[config.mk]
export PLATFORM = sky130hd
export DESIGN_NAME = imem_loader_flat
export DESIGN_NICKNAME = d
export VERILOG_FILES = /design/src/rtl/imem_loader_if.sv /design/src/rtl/imem_loader.sv /design/src/flat_wrapper.sv
export SDC_FILE = /design/constraint.sdc
export NUM_CORES = 1
export LEC_CHECK = 0
export CORE_MARGIN = 2
export CORE_UTILIZATION = 42
export DETAILED_ROUTE_END_ITERATION = 16
export GPL_TIMING_DRIVEN = 0
export PLACE_DENSITY = 0.79
export SETUP_SLACK_MARGIN = 0.5
export SKIP_CTS_REPAIR_TIMING = 1
export SLEW_MARGIN = 20
export SYNTH_ARGS = -nofsm -noshare
export SYNTH_HDL_FRONTEND = slang
export SYNTH_SLANG_ARGS = --single-unit
[constraint.sdc]
create_clock -name clk -period 1.7 [get_ports clk]
set_clock_uncertainty 0.1 [all_clocks]
set_input_delay 0.34 -clock clk [delete_from_list [all_inputs] [get_ports clk]]
set_output_delay 0.34 -clock clk [all_outputs]
set_load 0.1 [all_outputs]
[src/rtl/imem_loader_if.sv]
// Stream-in and RAM-write signals of the instruction-memory loader.
// The loader uses the slave modport. The stream source and the RAM side use the master modport.
interface imem_loader_if #(
  parameter int ADDR_W = 9,
  parameter int DATA_W = 32
);
  logic              in_valid;
  logic [DATA_W-1:0] in_data;
  logic              in_ready;
  logic              mem_we;
  logic [ADDR_W-1:0] mem_addr;
  logic [DATA_W-1:0] mem_wdata;

  modport slave (
    input  in_valid, in_data,
    output in_ready, mem_we, mem_addr, mem_wdata
  );

  modport master (
    output in_valid, in_data,
    input  in_ready, mem_we, mem_addr, mem_wdata
  );
endinterface

[src/rtl/imem_loader.sv]
// Boot-time program loader.
// Words from a valid/ready stream are written to consecutive
// instruction-RAM addresses, starting at 0.
// The CPU is held in reset until the halt word has been written.
// MAX_WORDS must not exceed 2**ADDR_W, so the write address never wraps.
module imem_loader #(
  parameter int              ADDR_W    = 9,
  parameter int              DATA_W    = 32,
  parameter logic [DATA_W-1:0] END_MARK = 32'hffff_ffff,
  parameter int              MAX_WORDS = 512
) (
  input  logic            clk,
  input  logic            rst,
  input  logic            start,
  imem_loader_if.slave    bus,
  output logic            cpu_rst,
  output logic            busy,
  output logic            done,
  output logic            overflow,
  output logic [ADDR_W:0] word_count
);

  typedef enum logic [2:0] {
    IDLE,
    LOAD,
    FLUSH,
    DONE,
    ERROR
  } state_t;

  // Word count at which the next non-marker beat fills the RAM.
  localparam logic [ADDR_W:0] LAST_SLOT = (ADDR_W+1)'(MAX_WORDS - 1);

  state_t state;

  logic beat;
  assign beat = bus.in_valid && (state == LOAD);

  // The status outputs are decoded directly from the state register.
  assign bus.in_ready = (state == LOAD);
  assign busy         = (state == LOAD) || (state == FLUSH);
  assign done         = (state == DONE);
  assign overflow     = (state == ERROR);
  assign cpu_rst      = (state != DONE);

  // Load sequencing and the registered RAM write port.
  // The write strobe is cleared every cycle unless a beat is accepted.
  // As a result, FLUSH carries exactly the marker write, and ERROR carries
  // only the last word that fit.
  always_ff @(posedge clk) begin
    if (rst) begin
      state         <= IDLE;
      bus.mem_we    <= 1'b0;
      bus.mem_addr  <= '0;
      bus.mem_wdata <= '0;
      word_count    <= '0;
    end else begin
      bus.mem_we <= 1'b0;
      unique case (state)
        IDLE, ERROR: begin
          if (start) begin
            state      <= LOAD;
            word_count <= '0;
          end
        end
        LOAD: begin
          if (beat) begin
            bus.mem_we    <= 1'b1;
            bus.mem_addr  <= word_count[ADDR_W-1:0];
            bus.mem_wdata <= bus.in_data;
            word_count    <= word_count + 1'b1;
            if (bus.in_data == END_MARK) begin
              state <= FLUSH;
            end else if (word_count == LAST_SLOT) begin
              state <= ERROR;
            end
          end
        end
        FLUSH: begin
          state <= DONE;
        end
        DONE: begin
          state <= DONE;
        end
        default: begin
          state <= IDLE;
        end
      endcase
    end
  end

endmodule

[src/flat_wrapper.sv]
// flat-port wrapper written by rule: the top's interface ports become plain ports
module imem_loader_flat 
#(
  parameter int              ADDR_W    = 9,
  parameter int              DATA_W    = 32,
  parameter logic [DATA_W-1:0] END_MARK = 32'hffff_ffff,
  parameter int              MAX_WORDS = 512
)
  (clk, rst, start, cpu_rst, busy, done, overflow, word_count, bus_in_valid, bus_in_data, bus_in_ready, bus_mem_we, bus_mem_addr, bus_mem_wdata);
  imem_loader_if #(.ADDR_W(ADDR_W), .DATA_W(DATA_W)) bus_i ();
  input  logic clk;
  input  logic rst;
  input  logic start;
  output logic cpu_rst;
  output logic busy;
  output logic done;
  output logic overflow;
  output logic [ADDR_W:0] word_count;
  input wire logic [$bits(bus_i.in_valid)-1:0] bus_in_valid;
  input wire logic [$bits(bus_i.in_data)-1:0] bus_in_data;
  output wire logic [$bits(bus_i.in_ready)-1:0] bus_in_ready;
  output wire logic [$bits(bus_i.mem_we)-1:0] bus_mem_we;
  output wire logic [$bits(bus_i.mem_addr)-1:0] bus_mem_addr;
  output wire logic [$bits(bus_i.mem_wdata)-1:0] bus_mem_wdata;
  assign bus_i.in_valid = bus_in_valid;
  assign bus_i.in_data = bus_in_data;
  assign bus_in_ready = bus_i.in_ready;
  assign bus_mem_we = bus_i.mem_we;
  assign bus_mem_addr = bus_i.mem_addr;
  assign bus_mem_wdata = bus_i.mem_wdata;
  imem_loader #(.ADDR_W(ADDR_W), .DATA_W(DATA_W), .END_MARK(END_MARK), .MAX_WORDS(MAX_WORDS)) u_core (.clk(clk), .rst(rst), .start(start), .bus(bus_i), .cpu_rst(cpu_rst), .busy(busy), .done(done), .overflow(overflow), .word_count(word_count));
endmodule
==> results.cfg, run 1 <==
[die]
ios = 93
die-height_um = 76.92
num_rows = 26
dieArea_mm2 = 0.005917
start_util_pct = 43.73
fp.dieW_um = 76.92
core_mm2 = 0.005107

[synth]
synth-warning-count = 0
synthCells = 269
synth_area_mm2 = 0.002233
synth_fp_nets = 306
syn_area_per_cell_um2 = 8.303
synth_edf_count = 0
postSynthRegisterBits = 55
ys_dominant_reg_cell = dfxtp_1
async_flop_share_pct = 0
synth_cell_types = 36
ys_seq_area_share_pct = 49.30

[sta]
setup_tns_ns = -2.905
setup_violations = 50
hold_violations = 0
slew_viol_final = 0
worst_pin_slew_ns = 0.3524
finalCritPeriodShare_pct = 109.2
final.setup.worst_slack_ns = -0.1566
max_freq_ghz = 0.5386
min_period_ns = 1.857
rsz0062_at_grt = true
slew_headroom_pct = 76.47

[routing]
drt_iter0_drc = 231
routed_via_density = 5.848
drc = 0
routed_wl_mm = 11.27
ant_nets = 0
dr.pass1.iters = 4
num_vias = 2778
wl_per_cell_um = 23.72

[global_routing]
grt_antenna_before_repair = 0
gr-usage-met2_pct = 32.46
grt_pass1_vias = 2037
busiest_layer = met2
grt_usage_pct = 20.33
grt_max_degree = 17
grt_pass1_wl_mm = 9.901
overflow = 0
grt.met1_usage_pct = 26.91
grtUsageMet3_pct = 6.941

[worst_hold_path]
min_from = bus_in_data[20]
min-delay-path-class = input pin to flop
holdPathStages = 3
worstHoldEndpoint = u_core.bus.mem_wdata[20]

[cts]
clock_path_buffers = 2
cts-buffers-inserted = 5
clk_latency_ns = 0.32
cts_sinks = 55
clk_pin_slew_ns = 0.11
cts-root-buf = clkbuf_8
htreeDepth = 2
cts_tree = yes

[critical_path]
cpPeakStageDelay_ns = 0.34
reg2reg_depth = 9
slowest_stage = dfxtp_2
reg2reg_to = u_core.bus.mem_wdata[3]
critPathLaunchType = flop
arrival_ns = 1.42
ff2ff_setup_slack_ns = -0.11
cp-end-kind = primary output
r2r_start = u_core.state[1]
cpLargestDelayFamily = simple AND/OR/NAND/NOR gates
crit_type = flop to primary output
worstPathCellList = buf_6 > nor2_1 > and2_2 > buf_12
required_ns = 1.26
path_max_fanout = 6
critical_path_buf_inv_count = 2

[layout]
fin_cells = 475
drive_gt1_share_pct = 60.99
num-fill-cells = 92
final_core_utilization_pct = 96.37
synthToLayoutAreaGrowth_pct = 120.4
nets = 441
diodes = 0
finalInstanceArea_mm2 = 0.004922

[power_and_ir_drop]
p_leak_nw = 2.208
total_power_mw = 3.277
ir_drop_uv = 588.4
power_density_mw_per_mm2 = 665.8

[placement]
io_buffer_count = 92
placedCellCount = 431
placed_area_mm2 = 0.003383
gp_congestion = 0.8161
dpl.hpwl_mm = 4.438

[run_status]
outcome = finished with violations
violations = setup timing

[flow_run]
drv_cap = 0
-- power by group --
| group | switching [mW] | leakage, nW | internal (mW) | total, mW |
|---|---|---|---|---|
| sequential | 0.0509 | 0.475 | 1.32 | 1.37 |
| clock | 0.458 | 0.0506 | 0.383 | 0.842 |
| combinational | 0.632 | 1.68 | 0.431 | 1.06 |
| total | 1.14 | 2.21 | 2.14 | 3.28 |
-- area by class of cell --
cell class | instances | area (µm²) | share of cell area [%]
buffer | 16 | 166.4 | 3.381
clock buffer | 8 | 101.3 | 2.059
inverter | 3 | 15.01 | 0.3050
multi-input combinational | 195 | 1390 | 28.24
sequential | 55 | 1197 | 24.33
tap | 70 | 87.58 | 1.779
timing repair buffer | 128 | 1964 | 39.91
-- layer usage --
metal  wire length (µm)  vias to the layer above
met4                561                        0
li1                   -                     1172
met2               5819                      194
met1               4138                     1352
met3                747                       60
met5                  0                        -
-- sequential cells by signal (all words and copies together) (netlist names) --
name                  flops
u_core.state              3
u_core.bus.mem_we         1
u_core.bus.mem_wdata     32
u_core.word_count        10
u_core.bus.mem_addr       9
-- logic make-up (layout without fill, tap and decap cells) --
group,after synthesis,in the layout,synth area share (%)
AO/OA/AOI/OAI,53,53,14.12
buffers and inverters,19,155,4.257
AND/OR/NAND/NOR,132,132,28.24
adder cells (fa/ha/maj),1,1,0.5601
flip-flops,55,55,49.30
XOR/XNOR,9,9,3.530
-- synth_stat cells (2+ instances only) --
| library cell | number | area (µm²) |
|---|---|---|
| a21oi_1 | 43 | 215.2 |
| and2_1 | 3 | 18.77 |
| buf_2 | 7 | 35.03 |
| buf_4 | 4 | 30.03 |
| clkbuf_1 | 4 | 15.01 |
| dfxtp_1 | 55 | 1101 |
| inv_1 | 3 | 11.26 |
| nand2_1 | 88 | 330.3 |
| nand2b_1 | 2 | 12.51 |
| nand3_1 | 3 | 15.01 |
| nand3b_1 | 2 | 15.01 |
| nand4_1 | 11 | 68.82 |
| nor2_1 | 13 | 48.80 |
| nor4_1 | 2 | 12.51 |
| xor2_1 | 8 | 70.07 |
-- worst register-to-register path, stage by stage, from the launching register on --
cell,delay (ns)
dfxtp_2,0.34
buf_6,0.12
buf_4,0.14
nor2_4,0.17
buf_12,0.14
and2_4,0.18
buf_12,0.14
clkbuf_16,0.14
nand2_1,0.07
a21oi_1,0.17
-- through the flow --
step / hold WS (ns) / setup slack [ns]
final: 0.2001 / -0.1566
after global routing: 0.1982 / -0.1653
after CTS: 0.3552 / -1.150
after detailed placement: 0.3420 / -0.8047
after global placement: 0.3383 / -0.7748
after floorplan: 0.3685 / -0.1854
-- how the worst max path moves through the flow --
stage	startpoint	endpoint	slack [ns]	cells after the start
2_1_floorplan	u_core.state[2]	u_core.bus.mem_addr[8]	-0.19	7
3_3_place_gp	u_core.state[1]	done	-0.77	5
3_5_place_dp	u_core.state[1]	done	-0.80	5
4_1_cts	u_core.state[1]	done	-1.15	5
5_1_grt	u_core.state[1]	overflow	-0.17	4
6_report	u_core.state[1]	overflow	-0.16	4
-- cell usage in the layout, fill, tap and decap left out, types with 5 or more instances in the layout --
cell type	count
clkbuf_16	6
buf_6	11
dfxtp_4	11
buf_12	60
nand2_1	62
dlymetal6s2s_1	34
nand2_2	12
clkbuf_8	5
a21oi_1	17
nand4_1	11
xor2_1	8
a21oi_2	26
buf_4	23
nor2_1	10
nand2_4	13
dfxtp_2	44
(Power assumes the default switching activity.)
==> inputs of run 2 (changes only) <==
--- a/config.mk
+++ b/config.mk
@@ -12,7 +12,6 @@
 export PLACE_DENSITY = 0.79
 export SETUP_SLACK_MARGIN = 0.5
 export SKIP_CTS_REPAIR_TIMING = 1
-export SLEW_MARGIN = 20
 export SYNTH_ARGS = -nofsm -noshare
 export SYNTH_HDL_FRONTEND = slang
 export SYNTH_SLANG_ARGS = --single-unit
==> results of run 2 <==
The final DEF is identical to that of run 1; final timing and power are the same.
==> inputs of run 3 (changes only) <==
--- a/config.mk
+++ b/config.mk
@@ -5,11 +5,10 @@
 export SDC_FILE = /design/constraint.sdc
 export NUM_CORES = 1
 export LEC_CHECK = 0
-export CORE_MARGIN = 2
 export CORE_UTILIZATION = 42
 export DETAILED_ROUTE_END_ITERATION = 16
 export GPL_TIMING_DRIVEN = 0
-export PLACE_DENSITY = 0.79
+export PLACE_DENSITY_LB_ADDON = 0.05
 export SETUP_SLACK_MARGIN = 0.5
 export SKIP_CTS_REPAIR_TIMING = 1
 export SYNTH_ARGS = -nofsm -noshare
==> run 3 against run 2 <==
  * Core utilization down 4.9 points
  * Largest power group unchanged
  * Hold slack worse by 0.0016 ns
  * Worst setup slack better by 0.071 ns
  * Non-clock buffer count down 6
  * The run still ends with setup timing left
  * Critical path type unchanged
  * Clock power about the same
  * Routed wire length down 16%
  * Highest routed layer unchanged
==> results.cfg, run 3 (synthesized netlist as in run 1, its figures left out) <==
[run_status]
outcome = finished with violations
violations = setup timing

[global_routing]
grt_max_degree = 17
overflow = 0
grt_pass1_wl_mm = 8.728
grt_pass1_vias = 1838
grt_usage_pct = 20.53
grt_antenna_before_repair = 0

[cts]
cts-buffers-inserted = 5
clk_pin_slew_ns = 0.10
cts-root-buf = clkbuf_8
clock_path_buffers = 2
cts_tree = yes
cts_sinks = 55
clk_latency_ns = 0.32
htreeDepth = 2

[sta]
whs_ns = 0.1985
rsz0062_at_grt = true
finalCritPeriodShare_pct = 105.0
min_period_ns = 1.786
slew_viol_final = 0
slew_headroom_pct = 78.51
worst_pin_slew_ns = 0.3199
setup_violations = 17
max_freq_ghz = 0.5600
hold_violations = 0
final.setup.worst_slack_ns = -0.08569

[flow_run]
drv_cap = 0

[layout]
nets = 435
final_core_utilization_pct = 91.43
diodes = 0
layout_common_cells = nand2_1, buf_12, dfxtp_2
fin_cells = 469
top_register = u_core.bus.mem_wdata
synthToLayoutAreaGrowth_pct = 109.1
drive_gt1_share_pct = 51.88
layout_commonest_cell = nand2_1
reg_top3 = u_core.bus.mem_wdata: 32 flops, u_core.word_count: 10 flops, u_core.bus.mem_addr: 9 flops
largest_reg_flops = 32

[routing]
drc = 0
num_vias = 2599
dr.pass1.iters = 4
routed_via_density = 5.542
routed_wl_mm = 9.418
wl_per_cell_um = 20.08
drt_iter0_drc = 147
ant_nets = 0

[critical_path]
crit_type = flop to primary output
required_ns = 1.26
path_max_fanout = 8
cp-end-kind = primary output
critPathLaunchType = flop
arrival_ns = 1.35
reg2reg_depth = 9

[power_and_ir_drop]
power_density_mw_per_mm2 = 679.2
p_leak_nw = 2.086
ir_drop_uv = 520.0

[die]
start_util_pct = 43.73
num_rows = 26
die-height_um = 74.92
dieArea_mm2 = 0.005613
core_mm2 = 0.005107
fp.dieW_um = 74.92
ios = 93

[placement]
gp_congestion = 0.7465
dpl.hpwl_mm = 4.207
placedCellCount = 431
io_buffer_count = 92
place_ws_ns = -0.7877

[worst_hold_path]
min-delay-path-class = input pin to flop
holdPathStages = 3
[run 3: changes by cell type in the layout (fill, tap and decap cells not counted), sizes merged]
cell	change
clkbuf	-2
buf	-4
[run 3: final timing paths]
path              slack, ns                        to               startpoint
setup / recovery      -0.09                      done          u_core.state[0]
hold / removal         0.20  u_core.bus.mem_wdata[18]          bus_in_data[18]
setup reg to reg      -0.08    u_core.bus.mem_addr[3]          u_core.state[1]
hold reg to reg        0.39   u_core.bus.mem_wdata[6]  u_core.bus.mem_wdata[6]
[run 3: layer usage]
layer  routed length [µm]  part of all wire [%]  global-route usage (%)
met1                 3456                    37                   27.26
met2                 5022                    53                   31.73
met3                  548                   5.8                   7.095
met4                  391                   4.2                   5.870
met5                    0                     0                       0
[run 3: worst max-delay path: stages (launching register included)]
cell	delay [ns]
dfxtp_2	0.33
buf_6	0.13
nand2b_4	0.08
or2_4	0.25
clkinvlp_4	0.08
buf_12	0.16
[run 3: layout make-up]
type	count	area, µm²
repair buffers	122	1868
multi-input cells	195	1241
fillers	192	437.9
flip-flops and latches	55	1197
plain buffers	16	158.9
clock buffers	8	101.3
inverters	3	15.01
well taps	70	87.58
[run 3: where the power goes]
group	total, mW	switching (mW)	internal [mW]
clock	0.841	0.458	0.384
combinational	0.959	0.578	0.381
sequential	1.37	0.0498	1.32
total	3.17	1.09	2.09
[run 3: metrics by stage]
| step | power (mW) | instance area [µm²] | setup TNS [ns] |
|---|---|---|---|
| 6_report | 3.172 | 4669 | -0.6792 |
| 5_1_grt | 3.245 | 4669 | -2.326 |
| 4_1_cts | 2.891 | 3485 | -37.71 |
| 3_5_place_dp | 2.103 | 3383 | -30.66 |
| 3_3_place_gp | 2.098 | 3383 | -29.17 |
| 2_1_floorplan | 1.882 | 2375 | -7.015 |
